File: src/rtl/hp_manager.sv
// Player hit-point manager: tracks HP, runs the post-hit invincibility window
// with frame-aligned icon blinking, and flags game over when HP reaches zero.
module hp_manager #(
   parameter int HP_MAX       = 5,
   parameter int INV_FRAMES   = 60,
   parameter int BLINK_FRAMES = 8
) (
   input  logic       clk,
   input  logic       rst,
   input  logic       start,
   input  logic       frame_tick,
   input  logic       hit,
   input  logic       heal,
   output logic [2:0] HP_value,
   output logic       enable,
   output logic       gameover,
   output logic       hit_ack
);

   typedef enum logic [1:0] {
      S_IDLE,
      S_ALIVE,
      S_INVINCIBLE,
      S_DEAD
   } state_e;

   localparam logic [2:0] HpMax       = 3'(HP_MAX);
   localparam logic [7:0] InvFrames   = 8'(INV_FRAMES);
   localparam logic [7:0] BlinkFrames = 8'(BLINK_FRAMES);

   state_e     state_q, state_d;
   logic [2:0] hp_q, hp_d;
   logic       en_q, en_d;
   logic       go_q, go_d;
   logic       ack_q, ack_d;
   logic [7:0] inv_q, inv_d;
   logic [7:0] blink_q, blink_d;

   always_comb begin
      // NOTE: every _d gets a default before any branch so no path can infer a latch.
      state_d = state_q;
      hp_d    = hp_q;
      en_d    = en_q;
      go_d    = go_q;
      ack_d   = 1'b0;
      inv_d   = inv_q;
      blink_d = blink_q;

      if (start) begin
         state_d = S_ALIVE;
         hp_d    = HpMax;
         en_d    = 1'b1;
         go_d    = 1'b0;
         inv_d   = '0;
         blink_d = '0;
      end else begin
         unique case (state_q)
            S_IDLE: ;
            S_ALIVE: begin
               if (hit) begin
                  ack_d = 1'b1;
                  if (hp_q <= 3'd1) begin
                     hp_d    = '0;
                     state_d = S_DEAD;
                     go_d    = 1'b1;
                     en_d    = 1'b1;
                  end else begin
                     hp_d    = hp_q - 3'd1;
                     state_d = S_INVINCIBLE;
                     inv_d   = InvFrames;
                     blink_d = '0;
                     en_d    = 1'b0;
                  end
               end else if (heal && hp_q < HpMax) begin
                  hp_d = hp_q + 3'd1;
               end
            end
            S_INVINCIBLE: begin
               if (heal && hp_q < HpMax) hp_d = hp_q + 3'd1;
               // The window only advances on frame boundaries, so blinking stays frame-aligned.
               if (frame_tick) begin
                  if (inv_q <= 8'd1) begin
                     inv_d   = '0;
                     blink_d = '0;
                     state_d = S_ALIVE;
                     en_d    = 1'b1;
                  end else begin
                     inv_d = inv_q - 8'd1;
                     if (blink_q + 8'd1 >= BlinkFrames) begin
                        blink_d = '0;
                        en_d    = ~en_q;
                     end else begin
                        blink_d = blink_q + 8'd1;
                     end
                  end
               end
            end
            S_DEAD: begin
               hp_d = '0;
               go_d = 1'b1;
            end
            default: state_d = S_IDLE;
         endcase
      end
   end

   // NOTE: state registers use non-blocking assignments so all flops update together at the edge.
   always_ff @(posedge clk) begin
      if (rst) begin
         state_q <= S_IDLE;
         hp_q    <= '0;
         en_q    <= 1'b0;
         go_q    <= 1'b0;
         ack_q   <= 1'b0;
         inv_q   <= '0;
         blink_q <= '0;
      end else begin
         state_q <= state_d;
         hp_q    <= hp_d;
         en_q    <= en_d;
         go_q    <= go_d;
         ack_q   <= ack_d;
         inv_q   <= inv_d;
         blink_q <= blink_d;
      end
   end

   assign HP_value = hp_q;
   assign enable   = en_q;
   assign gameover = go_q;
   assign hit_ack  = ack_q;

endmodule
File: config.mk
export PLATFORM = sky130hd
export DESIGN_NAME = hp_manager
export DESIGN_NICKNAME = d
export VERILOG_FILES = /design/src/rtl/hp_manager.sv
export SDC_FILE = /design/constraint.sdc
export NUM_CORES = 1
export LEC_CHECK = 0
export BUFFER_PORTS_ARGS = -buffer_cell sky130_fd_sc_hd__buf_2
export CORE_MARGIN = 2
export CORE_UTILIZATION = 58
export DETAILED_ROUTE_END_ITERATION = 8
export GPL_ROUTABILITY_DRIVEN = 0
export GPL_TIMING_DRIVEN = 1
export PLACE_DENSITY_LB_ADDON = 0.1
export SYNTH_ARGS = -nofsm -noshare
export SYNTH_HDL_FRONTEND = slang
export SYNTH_SLANG_ARGS = --single-unit
export TNS_END_PERCENT = 1
File: constraint.sdc
create_clock -name clk -period 2.4 [get_ports clk]
set_clock_uncertainty 0.2 [all_clocks]
set_input_delay 0.12 -clock clk [delete_from_list [all_inputs] [get_ports clk]]
set_output_delay 0.12 -clock clk [all_outputs]
set_load 0.005 [all_outputs]
Word level (Yosys, flattened, before mapping)
Cells that the tools add are included.

Register bits: 24. Output and inout port bits: 6. Logic and storage cells: 77.

Multiplexer cells: 33. Bitwise operators: 2. Reductions and logical operators: 13. Equality and inequality tests: 12. $lt $le $gt $ge: 4. $add $sub $neg: 4.

Operators with widths (count): $mux W8 (9); $pmux W8 S2 (2); $reduce_and A4 Y1 (4); $mux W3 (4); $mux W1 (11); $ne A2 B2 Y1 const B (5); $ne A3 B3 Y1 const B (3); $pmux W3 S3 (1); $add A8 B1 Y8 const B (1); $ge A8 B4 Y1 const B (1); $le A8 B1 Y1 const B (1); $sub A8 B1 Y8 const B (1); $mux W2 (3); $reduce_bool A3 Y1 (2); $eq A2 B2 Y1 const B (2); $ne A4 B4 Y1 const B (1); $pmux W1 S2 (2); $pmux W2 S2 (1); $reduce_bool A2 Y1 (2); $reduce_bool A4 Y1 (1); $add A3 B1 Y3 const B (1); $le A3 B1 Y1 const B (1); $lt A3 B3 Y1 const B (1); $reduce_and A3 Y1 (1); 6 further kinds (7).

Logic depth before layout (Yosys ltp)
Gate-level depths: netlist of the first run.

Depth after elaboration: 7. Mapped depth: 7. Depth with buffers taken out: 7.

Worst setup path after synthesis of the first run
OpenSTA, ideal clock, no wires.

Path kind: reg2reg. Start: register inv_q[0]. End: register en_q, in the netlist enable. Buffers on the path: 1. Path slack: 397 ps. Data arrival time: 1670 ps. Setup time: 132 ps. Cell stages (with the launch flop): 8. Period minus slack after synthesis: 2003 ps. Cells stage by stage: dfxtp_1 -> inv_1 -> ha_1 -> o211a_1 -> buf_6 -> o22a_1 -> a2111oi_2 -> a211oi_2.

Cells in the longest elaborated chain, start to end: 5.

RTL lines: from (decl) (RTL line 36) `logic [7:0] inv_q, inv_d;`; from (signal assigned) (RTL line 123) `inv_q <= inv_d;`; $le A8 B1 Y1 * (RTL line 82) `if (inv_q <= 8'd1) begin`; $mux W1 (RTL line 82); $mux W1 (RTL line 81) `if (frame_tick) begin`; $pmux W1 S2 (RTL line 57) `unique case (state_q)`; $mux W1 (RTL line 49) `if (start) begin`; to (signal assigned) (RTL line 120) `en_q <= en_d;`; to (decl) (RTL line 33) `logic en_q, en_d;`.

Mark *: on every way between the ends. The rest lies on a longest branch, timed or not. The select of a mux whose other input is x is not followed. A chain may end at the register's enable or synchronous reset.

Final worst setup path of the first run
Start: register inv_q[0]. End: register state_q[0].

Cells in the longest elaborated chain, start to end: 3.

RTL lines: $le A8 B1 Y1 (RTL line 82); $ne A3 B3 Y1 (no source line); $reduce_and A4 Y1 (no source line); to (signal assigned) (RTL line 118) `state_q <= state_d;`; to (decl) (RTL line 31) `state_e state_q, state_d;`.

Every way passes these cells.

==> results.ini, run 1 <==
[logic_synthesis]
synth_cell_types=48
netlist_top_cells_area=dfxtp_1 (35%), a21oi_1 (6.6%), ha_1 (4.5%), o21ai_0 (3.6%), nand2_1 (3.5%)
synth_edf_count=0
synthesis.area_um2=1380
synthArstFlopShare_pct=0
synth-seq-area-share_pct=34.9
syn_area_per_cell_um2=8.14
synth_cells=169
syn_nets=180
synth_ff_type=dfxtp_1
yosysWarnings=0
synth-seq-cells=24
yosysTopAreaCellShare_pct=34.9
synth_top_cell_by_area=dfxtp_1

[placement]
placed_cells=201
dp_hpwl_mm=2.05
portBuffers=11

[min_path]
holdPathEnd=HP_value[0]$_SDFFE_PP0P_
hold_path_depth=4
worst_hold_path_type=in2reg
hp-start=heal

[global_route]
grt_max_degree=15
grt_pass1_vias=1174
grt-ovfl-total=0
grt_pass1_wl_mm=5.08
grt_usage_pct=24.6
antenna_found_initial=0

[clock_network]
cts-root-buf=clkbuf_4
clkTransAtPathRegs_ps=130
numCtsBuffers=3
cts.path.max_buffers=2
cts-hold-fix-buffers=5
htree_levels=1
cts_tree=yes
insertion_delay_ps=310
post_cts_buffers=0
post_cts_resized=0
clock_sinks=24

[floorplan]
start_util_pct=61.6
dieArea_um2=2780
die_h_um=52.7
coreArea_um2=2230
die_x_um=52.7
io_pins=12
floorplan.rows=17

[cells_and_area]
instances_no_fill=209
final_cell_mix=dfxtp_1 (24), a21oi_1 (18), nand2_1 (13), nor2_1 (12), buf_2 (11)
area_growth_pct=9.10
drive_gt1_share_pct=16.6
multiInputGateArea_um2=808
final_util_pct=67.2
antenna_cells=0
regArea_um2=480
layout.nets=194
final_common_cell=dfxtp_1
fillCellCount=200

[worst_setup_path]
start_kind=flip-flop
cp_max_fo=9
r2r_start=inv_q[0]$_SDFFE_PP0P_
cp_data_required_time_ps=2420
reg2reg_depth=7
arrival_ps=2250
critPathCaptureType=flip-flop
r2r-end=state_q[0]$_SDFFE_PP0P_
rrSetupSlack_ps=170
critPathKind=reg2reg

[timing]
fin_hold_ws_ps=101
slew_violations=0
worstMarginPinSlew_ps=743
hold_viol_final=0
setup_tns_ps=0
period_needed_ps=2230
fmax_mhz=448
rsz0062_at_grt=false
slew-limit-headroom_pct=50.3
post-route-period-util_pct=93.0
setup_viol=0

[routing]
drtIter0Drc=37
wl_mm=2.97
antenna_left=0
drt_first_pass_iters=4
wl_per_cell_um=14.2
drc=0
viasPerCell=6.22
vias=1299

[power_and_ir_drop]
power_density_nw_per_um2=478
power.leakage_uw=0.000585
vdd_drop_max_uv=340

[run_status]
run_status=finished, final reports clean

[flow_run]
max-cap-violations=0

-- how the worst max path moves through the flow --
stage,slack [ps],end,cells after the start,start
6_report,170,state_q[0]$_SDFFE_PP0P_,7,inv_q[0]$_SDFFE_PP0P_
3_5_place_dp,320,blink_q[1]$_SDFFE_PP0P_,6,inv_q[0]$_SDFFE_PP0P_
3_3_place_gp,390,blink_q[0]$_SDFFE_PP0P_,6,inv_q[0]$_SDFFE_PP0P_
4_1_cts,200,state_q[0]$_SDFFE_PP0P_,7,inv_q[0]$_SDFFE_PP0P_
2_1_floorplan,400,enable$_SDFFE_PP0P_,7,inv_q[0]$_SDFFE_PP0P_
5_1_grt,50,state_q[0]$_SDFFE_PP0P_,7,inv_q[0]$_SDFFE_PP0P_
-- power breakdown --
part | internal [uW] | switching, uW | total, uW
Combinational | 53.2 | 66.9 | 120
Clock | 58.7 | 117 | 176
Sequential | 408 | 13.0 | 421
-- cells in the mapped netlist (2+ instances only) --
library cell	instances
a31oi_1	4
a21o_1	2
and3_1	5
nor3_1	7
o21ai_1	3
dfxtp_1	24
nor4_2	2
clkbuf_1	4
a311oi_1	3
nand3_1	6
nand2b_1	4
nand4_1	3
nand2_1	13
buf_6	2
nor2_1	12
buf_2	3
a21oi_1	18
o21ai_0	10
inv_1	9
a221oi_1	2
xnor2_1	2
ha_1	5
-- sequential cells by signal (all words and copies together) (netlist names) --
| signal | count |
|---|---|
| state_q | 2 |
| blink_q | 8 |
| hit_ack | 1 |
| inv_q | 8 |
| HP_value | 3 |
| gameover | 1 |
| enable | 1 |
-- kinds of logic (layout without fill, tap and decap cells) --
| kind of cell | count (synthesis) | in the layout | synth area share, % |
|---|---|---|---|
| simple gates | 64 | 64 | 25.8 |
| fa+ha+maj | 5 | 5 | 4.55 |
| buf+inv | 18 | 30 | 6.28 |
| flops | 24 | 24 | 34.9 |
| mux | 2 | 2 | 1.55 |
| compound gates | 53 | 53 | 24.9 |
| xor+xnor | 3 | 3 | 1.91 |
-- critical path: stages (launching register included) --
cell	delay (ps)
dfxtp_1	460
inv_1	70
ha_1	260
o211a_1	270
buf_4	180
nand3_1	80
a21oi_1	70
dlygate4sd3_1	550
-- cell type report --
cell class              instances  area share, %
repair buffers                 18           8.01
clock buffers                   3           1.50
multi-input cells             127           53.9
inverters                       9           2.25
flip-flops and latches         24           32.0
well taps                      28           2.34
-- metrics by stage --
step,total power (uW),area (um^2),worst slack [ps]
3_3_place_gp,537,1430,392
4_1_cts,718,1500,196
3_5_place_dp,541,1430,320
5_1_grt,751,1500,51.4
2_1_floorplan,511,1380,397
6_report,717,1500,168
-- layer usage --
metal | vias to the layer above | track usage, % | share of wire (%)
li1 | 643 | - | -
met1 | 611 | 33.2 | 49
met2 | 37 | 38.1 | 45
met3 | 8 | 3.14 | 3.9
met4 | 0 | 12.0 | 1.9
met5 | - | 0 | 0
Power figures use the tool's default switching activity.
==> run 2: changes to the inputs <==
--- a/config.mk
+++ b/config.mk
@@ -12,6 +12,7 @@
 export GPL_ROUTABILITY_DRIVEN = 0
 export GPL_TIMING_DRIVEN = 1
 export PLACE_DENSITY_LB_ADDON = 0.1
+export RECOVER_POWER = 50
 export SYNTH_ARGS = -nofsm -noshare
 export SYNTH_HDL_FRONTEND = slang
 export SYNTH_SLANG_ARGS = --single-unit
==> run 2 against run 1 <==
Clock-buffer cell count is the same. Combinational power hardly changed. Sequential power barely moved. Total power is 0.51% lower. Setup slack improved by 4.9 ps. Die area stayed put. Largest power group unchanged.
==> results.ini, run 2 (synthesis results as in run 1) <==
[placement]
portBuffers=11  ; unchanged
dp_hpwl_mm=2.05  ; unchanged
placed_cells=201  ; unchanged

[clock_network]
post_cts_buffers=0  ; unchanged
insertion_delay_ps=310  ; about the same
cts-root-buf=clkbuf_4
clock_sinks=24  ; unchanged
numCtsBuffers=3  ; unchanged
cts.path.max_buffers=2  ; unchanged
htree_levels=1  ; unchanged
clkTransAtPathRegs_ps=130  ; about the same
cts_tree=yes

[timing]
post-route-period-util_pct=92.8  ; -0.21 points
slew-limit-headroom_pct=51.3  ; +0.95 points
period_needed_ps=2230  ; -4.93 ps
hold_viol_final=0  ; unchanged
setup_viol=0  ; unchanged
fmax_mhz=449  ; +0.22%
setup_tns_ps=0  ; unchanged
worstMarginPinSlew_ps=728  ; -14.3 ps
slew_violations=0  ; unchanged
rsz0062_at_grt=false

[power_and_ir_drop]
vdd_drop_max_uv=340  ; +0.19%
internal-power_uw=518  ; -0.33%
net-switching-power_uw=195  ; -1.0%
power_density_nw_per_um2=478  ; about the same
combPwrFrac_pct=16.6  ; about the same
pwr-share-seq_pct=59.1  ; +0.4 points
power.leakage_uw=0.000575  ; -1.7%
swShare_pct=27.3  ; -0.14 points
pwr-share-clk_pct=24.4  ; about the same

[floorplan]
die_h_um=52.7  ; unchanged
floorplan.rows=17  ; unchanged
die_x_um=52.7  ; unchanged
dieArea_um2=2780  ; unchanged
start_util_pct=61.6  ; unchanged
coreArea_um2=2230  ; unchanged
io_pins=12  ; unchanged

[routing]
vias=1276  ; -1.8%
viasPerCell=6.11  ; -1.8%
drtIter0Drc=40  ; +8.1%
met2_length_mm=1.34  ; +0.68%
drc=0  ; unchanged
wl_per_cell_um=14.2  ; +0.27%
drt_first_pass_iters=4  ; unchanged
wl_mm=2.98  ; +0.27%
antenna_left=0  ; unchanged
highest_layer=met4
route.met3.wl_um=140  ; +22%
wl_met1_mm=1.45  ; -1.1%

[cells_and_area]
fillCellCount=204  ; +2.0%
final_cell_mix=dfxtp_1 (24), a21oi_1 (18), nand2_1 (14), nor2_1 (12), o21ai_0 (10)
layout.nets=194  ; unchanged
area_growth_pct=8.46
drive_gt1_share_pct=13.3  ; -3.3 points
instances_no_fill=209  ; unchanged
final_common_cell=dfxtp_1
antenna_cells=0  ; unchanged

[worst_setup_path]
critPathCaptureType=flip-flop
arrival_ps=2240  ; about the same
reg2reg_depth=7  ; unchanged
critPathKind=reg2reg
rrSetupSlack_ps=170  ; about the same
r2r_start=inv_q[0]$_SDFFE_PP0P_
start_kind=flip-flop
cp_data_required_time_ps=2420  ; about the same
cp_max_fo=9  ; unchanged
r2r-end=state_q[0]$_SDFFE_PP0P_

[min_path]
worst_hold_path_type=in2reg
holdPathEnd=HP_value[0]$_SDFFE_PP0P_
hp-start=heal
hold_path_depth=4  ; unchanged

[global_route]
grt_usage_pct=24.6  ; unchanged
antenna_found_initial=0  ; unchanged
grt_max_degree=15  ; unchanged
grt_pass1_vias=1174  ; unchanged
grt_pass1_wl_mm=5.08  ; unchanged
grt-ovfl-total=0  ; unchanged

[flow_run]
max-cap-violations=0  ; unchanged

[run_status]
run_status=finished, final reports clean

[run 2: cell types whose count changed in the layout (fill, tap and decap cells not counted), sizes merged]
cell    change
buf         -3
clkbuf      +3
[run 2: power by group through the flow]
| stage | sequential [uW] | clock [uW] | combinational (uW) |
|---|---|---|---|
| 2_1_floorplan | 426 | 0 | 85.1 |
| 3_3_place_gp | 429 | 0 | 108 |
| 3_5_place_dp | 430 | 0 | 111 |
| 4_1_cts | 421 | 179 | 118 |
| 5_1_grt | 424 | 194 | 132 |
| 6_report | 421 | 174 | 118 |
[run 2: worst max path at each step]
stage	startpoint	to	slack, ps	cells past startpoint
after floorplan	inv_q[0]$_SDFFE_PP0P_	enable$_SDFFE_PP0P_	400	7
after global placement	inv_q[0]$_SDFFE_PP0P_	blink_q[0]$_SDFFE_PP0P_	390	6
after detailed placement	inv_q[0]$_SDFFE_PP0P_	blink_q[1]$_SDFFE_PP0P_	320	6
after CTS	inv_q[0]$_SDFFE_PP0P_	state_q[0]$_SDFFE_PP0P_	200	7
after global routing	inv_q[0]$_SDFFE_PP0P_	state_q[0]$_SDFFE_PP0P_	50	7
final	inv_q[0]$_SDFFE_PP0P_	state_q[0]$_SDFFE_PP0P_	170	7
[run 2: timing repair]
| item | 4_1_cts | 5_1_grt |
|---|---|---|
| hold buffers | 5 | 0 |
| gates resized for setup | 0 | 0 |
| endpoints found under the setup margin | 0 | 0 |
| hold endpoints to repair | 6 | 0 |
[run 2: metal layers]
layer  GRT usage, %  up-vias
met3           3.14        6
li1               -      639
met5              0        -
met1           33.2      594
met2           38.1       37
met4           12.0        0
[run 2: critical path, stage by stage (launching register included)]
cell and delay (ps):
dfxtp_1 460, inv_1 70, ha_1 260, o211a_1 270
buf_4 180, nand3_1 80, a21oi_1 70, dlygate4sd3_1 550
[run 2: area by class of cell]
cell class	count	area, um^2	share of cell area (%)
Multi-Input combinational cell	127	803	53.9
Sequential cell	24	480	32.2
Timing Repair Buffer	18	116	7.80
Tap cell	28	35.0	2.35
Inverter	9	33.8	2.27
Clock buffer	3	22.5	1.51
[run 2: per-stage QoR]
step	cell area (um^2)	hold slack, ps	total power, uW	worst slack (ps)	utilization (%)
floorplan	1380	-15.4	511	397	-
global placement	1430	169	537	392	63.9
detailed placement	1430	168	541	320	63.9
CTS	1500	83.6	718	196	67.2
global route	1490	117	750	51.1	66.8
finish	1490	101	713	173	66.8
